### src/rtl/iop_queue_pkg.sv
// Shared definitions for the decode-to-station iop queue: station status
// encodings, the packed entry layout and helpers to pack/unpack an entry.
package iop_queue_pkg;

  // Initial station status carried with each iop. COMPLETE is all-zero so a
  // masked (empty) head reads as an idle station slot.
  typedef enum logic [2:0] {
    ST_COMPLETE = 3'b000,
    ST_WAIT_1   = 3'b001,
    ST_WAIT_2   = 3'b010,
    ST_WAIT_3   = 3'b011,
    ST_LOAD_0   = 3'b100,
    ST_LOAD_1   = 3'b101,
    ST_ALU      = 3'b110,
    ST_STORE    = 3'b111
  } st_status_e;

  // Field widths of one queued entry.
  localparam int IOP_W   = 32;
  localparam int INIT_W  = 3;
  localparam int PC_W    = 16;
  localparam int K16_W   = 16;
  localparam int ENTRY_W = IOP_W + INIT_W + PC_W + K16_W;  // 67

  // Bit positions of each field inside the packed entry word.
  localparam int K16_LSB  = 0;
  localparam int PC_LSB   = K16_LSB + K16_W;    // 16
  localparam int INIT_LSB = PC_LSB + PC_W;      // 32
  localparam int IOP_LSB  = INIT_LSB + INIT_W;  // 35
  localparam int IOP_MSB  = IOP_LSB + IOP_W - 1; // 66

  // Unpacked view of one entry; member order matches the bit positions above.
  typedef struct packed {
    logic [IOP_W-1:0]  iop;
    logic [INIT_W-1:0] init;
    logic [PC_W-1:0]   pc;
    logic [K16_W-1:0]  k16;
  } iop_entry_t;

  // Build a packed entry word from its fields so they always travel together.
  function automatic logic [ENTRY_W-1:0] pack_entry(
    input logic [IOP_W-1:0]  iop,
    input logic [INIT_W-1:0] init,
    input logic [PC_W-1:0]   pc,
    input logic [K16_W-1:0]  k16
  );
    iop_entry_t e;
    e.iop  = iop;
    e.init = init;
    e.pc   = pc;
    e.k16  = k16;
    return e;
  endfunction

  // Reinterpret a packed entry word as the structured view.
  function automatic iop_entry_t unpack_entry(input logic [ENTRY_W-1:0] w);
    return iop_entry_t'(w);
  endfunction

endpackage

### src/rtl/iop_queue_mem.sv
// DEPTH x W register array, one synchronous write port and one asynchronous
// read port. Contents are deliberately not reset; validity is tracked by the
// owner through its occupancy count.
module iop_queue_mem #(
  parameter int DEPTH = 4,
  parameter int AW    = 2,
  parameter int W     = 67
) (
  input  logic          clk,
  input  logic          we,
  input  logic [AW-1:0] waddr,
  input  logic [W-1:0]  wdata,
  input  logic [AW-1:0] raddr,
  output logic [W-1:0]  rdata
);

  logic [W-1:0] mem_q [DEPTH];

  // Write the addressed entry on an accepted push.
  always_ff @(posedge clk) begin
    if (we) begin
      mem_q[waddr] <= wdata;
    end
  end

  assign rdata = mem_q[raddr];

endmodule

### src/rtl/iop_queue.sv
// Decoupling FIFO between the instruction decoder and the reservation station
// (producer side of the station's id_* interface), with flush and occupancy.
//
// Handshakes: a transfer happens in a cycle exactly when valid and ready are
// both high at the rising edge. Decoder side: valid=dec_valid, ready=dec_ready.
// Station side: valid=id_ack, ready=id_feed. Both dec_ready and id_ack are
// functions of registered state only, so neither has a combinational path from
// the opposite side's ready/valid or from flush. The decoder must hold its
// outputs while dec_ready is low.
module iop_queue
  import iop_queue_pkg::*;
#(
  parameter int DEPTH = 4,
  parameter int AW    = 2
) (
  input  logic              clk,
  input  logic              a_rst,
  input  logic              dec_valid,
  input  logic [IOP_W-1:0]  dec_iop,
  input  logic [INIT_W-1:0] dec_iop_init,
  input  logic [PC_W-1:0]   dec_pc,
  input  logic [K16_W-1:0]  dec_k16,
  output logic              dec_ready,
  input  logic              flush,
  input  logic              id_feed,
  output logic              id_ack,
  output logic [IOP_W-1:0]  id_iop,
  output logic [INIT_W-1:0] id_iop_init,
  output logic [PC_W-1:0]   id_pc,
  output logic [K16_W-1:0]  id_k16,
  output logic [AW:0]       q_count
);

  localparam logic [AW:0]   FULL_CNT = (AW+1)'(DEPTH);
  localparam logic [AW:0]   ONE_CNT  = (AW+1)'(1);
  localparam logic [AW-1:0] ONE_PTR  = AW'(1);

  logic [AW-1:0] rd_ptr_q, rd_ptr_d;
  logic [AW-1:0] wr_ptr_q, wr_ptr_d;
  logic [AW:0]   count_q, count_d;

  logic               push;
  logic               pop;
  logic               mem_we;
  logic [ENTRY_W-1:0] wr_entry;
  logic [ENTRY_W-1:0] rd_entry;
  iop_entry_t         head;

  // Full and empty come from the count, never from pointer equality, since
  // the pointers are equal in both cases.
  assign dec_ready = (count_q != FULL_CNT);
  assign id_ack    = (count_q != '0);
  assign q_count   = count_q;

  assign push = dec_valid & dec_ready;
  assign pop  = id_ack & id_feed;

  // Flush drops a concurrent push, so the array is not written either.
  assign mem_we   = push & ~flush;
  assign wr_entry = pack_entry(dec_iop, dec_iop_init, dec_pc, dec_k16);

  iop_queue_mem #(
    .DEPTH (DEPTH),
    .AW    (AW),
    .W     (ENTRY_W)
  ) u_mem (
    .clk   (clk),
    .we    (mem_we),
    .waddr (wr_ptr_q),
    .wdata (wr_entry),
    .raddr (rd_ptr_q),
    .rdata (rd_entry)
  );

  // Next-state for pointers and count; flush wins over push and pop.
  always_comb begin
    rd_ptr_d = rd_ptr_q;
    wr_ptr_d = wr_ptr_q;
    count_d  = count_q;
    if (flush) begin
      rd_ptr_d = '0;
      wr_ptr_d = '0;
      count_d  = '0;
    end else begin
      if (push) begin
        wr_ptr_d = wr_ptr_q + ONE_PTR;
      end
      if (pop) begin
        rd_ptr_d = rd_ptr_q + ONE_PTR;
      end
      case ({push, pop})
        2'b10:   count_d = count_q + ONE_CNT;
        2'b01:   count_d = count_q - ONE_CNT;
        default: count_d = count_q;
      endcase
    end
  end

  // Pointer and count registers; reset empties the queue immediately.
  always_ff @(posedge clk or posedge a_rst) begin
    if (a_rst) begin
      rd_ptr_q <= '0;
      wr_ptr_q <= '0;
      count_q  <= '0;
    end else begin
      rd_ptr_q <= rd_ptr_d;
      wr_ptr_q <= wr_ptr_d;
      count_q  <= count_d;
    end
  end

  // Head fields are masked to zero when empty so unwritten storage never
  // leaks out and the status reads as COMPLETE.
  always_comb begin
    head        = unpack_entry(rd_entry);
    id_iop      = '0;
    id_iop_init = ST_COMPLETE;
    id_pc       = '0;
    id_k16      = '0;
    if (id_ack) begin
      id_iop      = head.iop;
      id_iop_init = head.init;
      id_pc       = head.pc;
      id_k16      = head.k16;
    end
  end

endmodule

### config.mk
export PLATFORM = sky130hd
export DESIGN_NAME = iop_queue
export DESIGN_NICKNAME = d
export VERILOG_FILES = /design/src/rtl/iop_queue_pkg.sv /design/src/rtl/iop_queue_mem.sv /design/src/rtl/iop_queue.sv
export SDC_FILE = /design/constraint.sdc
export NUM_CORES = 1
export LEC_CHECK = 0
export CORE_ASPECT_RATIO = 1.4
export CORE_MARGIN = 2
export CORE_UTILIZATION = 49
export DETAILED_ROUTE_END_ITERATION = 8
export PLACE_DENSITY = 0.75
export SYNTH_ARGS = -nofsm -noshare
export SYNTH_HDL_FRONTEND = slang
export SYNTH_HIERARCHICAL = 1
export SYNTH_SLANG_ARGS = --single-unit
export TNS_END_PERCENT = 100
### constraint.sdc
create_clock -name clk -period 6.1 [get_ports clk]
set_input_delay 1.22 -clock clk [delete_from_list [all_inputs] [get_ports clk]]
set_output_delay 1.22 -clock clk [all_outputs]
set_load 0.01 [all_outputs]
==> summary.md <==
| Metric | Value |
|---|---|
| Rel. slew slack | `0.270` |
| Synthesized Nets | `557` |
| Port Buf Inserts | `143` |
| Synth Area per Inst | `22.2 µm²` |
| Post-Route WL | `19,800 µm` |
| Final Util | `0.608` |
| Crit path max fanout | `55` |
| Clock skew | `0.00851 ns` |
| Hold buffer count at cts | `0` |
| Post-synth EDFFs | `268` |
| Dpl hpwl | `11,800 µm` |
| Setup Viol. Count Final | `0` |
| Grt met3 use | `0.0289` |
| Post-synthesis cell type count | `39` |
| Synth Warn # | `6` |
| Crit path time final | `4.51 ns` |
| Vias in the first global route | `5,353` |
| Top cells by area, synth | `edfxtp_1 (75%), mux4_2 (14%), and2_1 (2.7%), and2_4 (1.6%), dfrtp_1 (1.6%)` |
| First drt pass iteration count | `4` |
| Post-CTS Setup Bufs | `0` |
| Skew-Pair Late Insertion Delay | `0.51 ns` |
| First-pass GRT wire length | `29,900 µm` |
| RePlAce Congestion | `0.764` |
| Core Area | `21,700 µm²` |
| DP Cell Count | `902` |
| DP Area | `12,400 µm²` |
| Seq/Total Area, Yosys | `0.765` |
| Synth Instances | `484` |
| FMAX | `0.222 GHz` |
| DR vias/cell | `5.41` |
| Final Cycle Share | `0.739` |
| Max Transition Viols Final | `0` |
| Row cnt | `64` |
| Post-synth top area share | `0.749` |
| Met2 Usage GRT | `0.310` |
| Die height | `179 µm` |
| Clk slew on worst S/H paths | `0.06 ns` |
| Count leader, synth | `edfxtp_1` |
| Final Hold Viols | `0` |
| Startpoint class of the critical path | `register` |
| Initial Utilization | `0.495` |
| Status | `finished, final reports clean` |
| ANT cells | `0` |
| CTS tree | `yes` |
| IO Pins | `144` |
| DRC Markers | `0` |
| Peak VDD IR | `0.217 mV` |
| Worst EP arrival | `3.29 ns` |
| Hold Crit Class | `register to register` |
| CP endpoint kind | `primary output` |
| Routed via count | `5,107` |
| Max Cap Viol | `0` |
| M1 GR Usage | `0.212` |
| Async SR Flop Fraction | `0.0255` |
| GR Overflow Total | `0` |
| Synthesized area | `10,800 µm²` |
| Non-filler cells, final | `944` |
| Synth-to-Final Area Change | `22.8%` |
| Final worst slack | `1.59 ns` |
| CTS resizes | `0` |
| Final Total Pwr | `4.35 mW` |
| Die Wd | `129 µm` |
| Share of cells above drive strength 1 | `0.210` |
| Most used routing layer | `met2` |
| Clk buf depth | `3` |
| Req. time, crit path | `4.88 ns` |
| Power per cell area | `330 nW/µm²` |
| Avg WL per Cell | `21.0 µm` |
| Leakage power | `4.16 nW` |
| Most common library cells after synthesis | `edfxtp_1 (268), mux4_2 (67), and2_1 (47)` |
| Largest net degree at the start of global routing | `69` |
| Final hold slack | `0.692 ns` |
| Ys flop type | `edfxtp_1` |
| CTS HTree Levels | `1` |
| Worst Max-Slew Pin Slew | `1.09 ns` |
| DP Worst Slack | `1.89 ns` |
| Synth area leader | `edfxtp_1` |
| Kind of critical path | `register to primary output` |
| Die area | `23,200 µm²` |
| Initial antenna violation count | `1` |
| Fin nets | `704` |
| TritonCTS buffer count | `24` |
| Seq cells post-synth | `275` |
| Finished Cell Area | `13,200 µm²` |
| Final ANT Viol Nets | `0` |
| Clock sink count | `275` |
| GRT Resource Usage Total | `0.172` |
| Total Neg Setup Slack | `0 ns` |
| Detailed Route Iter0 Violations | `237` |
| Root Driver | `clkbuf_16` |
| Unrepaired setup endpoints after global routing | `no` |
## cell type report
cell class                 count  area (µm²)
timing repair buffer         148        1470
clock inverter                 8         115
fill                        1513        8500
sequential                   275        8230
multi-input combinational    177        2310
inverter                       5        18.8
tap                          297         372
clock buffer                  34         689
## logic make-up (layout without fill, tap and decap cells)
family | Yosys count | after routing | synth area share
AO/OA/AOI/OAI | 13 | 13 | 0.00873
XOR/XNOR | 3 | 3 | 0.00244
adder cells (fa/ha/maj) | 1 | 1 | 0.00186
buffers and inverters | 32 | 195 | 0.0228
flip-flops | 275 | 275 | 0.765
multiplexers | 69 | 69 | 0.142
AND/OR/NAND/NOR | 91 | 91 | 0.0569
## layer usage
metal	share of wire	up-vias
met2	0.54	158
met5	0.00066	-
li1	-	2258
met3	0.055	31
met4	0.022	2
met1	0.38	2658
## state kept, by name, indices dropped and copies added, names as in the netlist
signal,flops
wr_ptr_q,2
q_count,3
u_mem/mem_q,268
rd_ptr_q,2
## worst max-delay path, stage by stage (launching register included)
cell,delay [ns]
dfrtp_4,1.14
buf_4,0.45
mux4_2,0.53
and2_1,0.17
clkdlybuf4s50_1,0.48
## layout by cell type, fill, tap and decap left out, types with 2 or more instances in the layout
| cell | count |
|---|---|
| nor2_1 | 5 |
| nor3_1 | 2 |
| clkbuf_8 | 3 |
| mux4_2 | 67 |
| dfrtp_4 | 2 |
| clkinv_1 | 2 |
| inv_1 | 5 |
| buf_4 | 5 |
| and3b_4 | 2 |
| clkbuf_1 | 6 |
| clkinv_2 | 2 |
| edfxtp_1 | 268 |
| and2_1 | 47 |
| and2_4 | 20 |
| mux2_2 | 2 |
| bufinv_16 | 3 |
| clkdlybuf4s50_1 | 143 |
| o2111ai_1 | 2 |
| a21oi_1 | 3 |
| clkbuf_16 | 25 |
| dfrtp_1 | 5 |
| nand3_1 | 4 |
| xor2_1 | 2 |
## path summary, 6_finish.rpt
path,start,endpoint,slack (ns),cells after the start
min reg2reg,wr_ptr_q[0]$_DFFE_PP0P_,wr_ptr_q[0]$_DFFE_PP0P_,0.69,2
min,wr_ptr_q[0]$_DFFE_PP0P_,wr_ptr_q[0]$_DFFE_PP0P_,0.69,2
max reg2reg,q_count[2]$_DFFE_PP0P_,u_mem/mem_q[0][54]$_DFFE_PP_,3.33,4
min in group asynchronous,a_rst,wr_ptr_q[1]$_DFFE_PP0P_,0.95,2
max in group asynchronous,a_rst,rd_ptr_q[0]$_DFFE_PP0P_,4.91,2
max,rd_ptr_q[0]$_DFFE_PP0P_,id_pc[11],1.59,4
## report_power, final
| part | internal, mW | leakage [nW] | switching (mW) | total [mW] |
|---|---|---|---|---|
| sequential | 2.13 | 2.52 | 0.0661 | 2.20 |
| clock | 0.910 | 0.390 | 0.609 | 1.52 |
| combinational | 0.385 | 1.24 | 0.250 | 0.635 |
| total | 3.43 | 4.16 | 0.925 | 4.35 |
No activity file was read; power rests on OpenSTA's default activity.
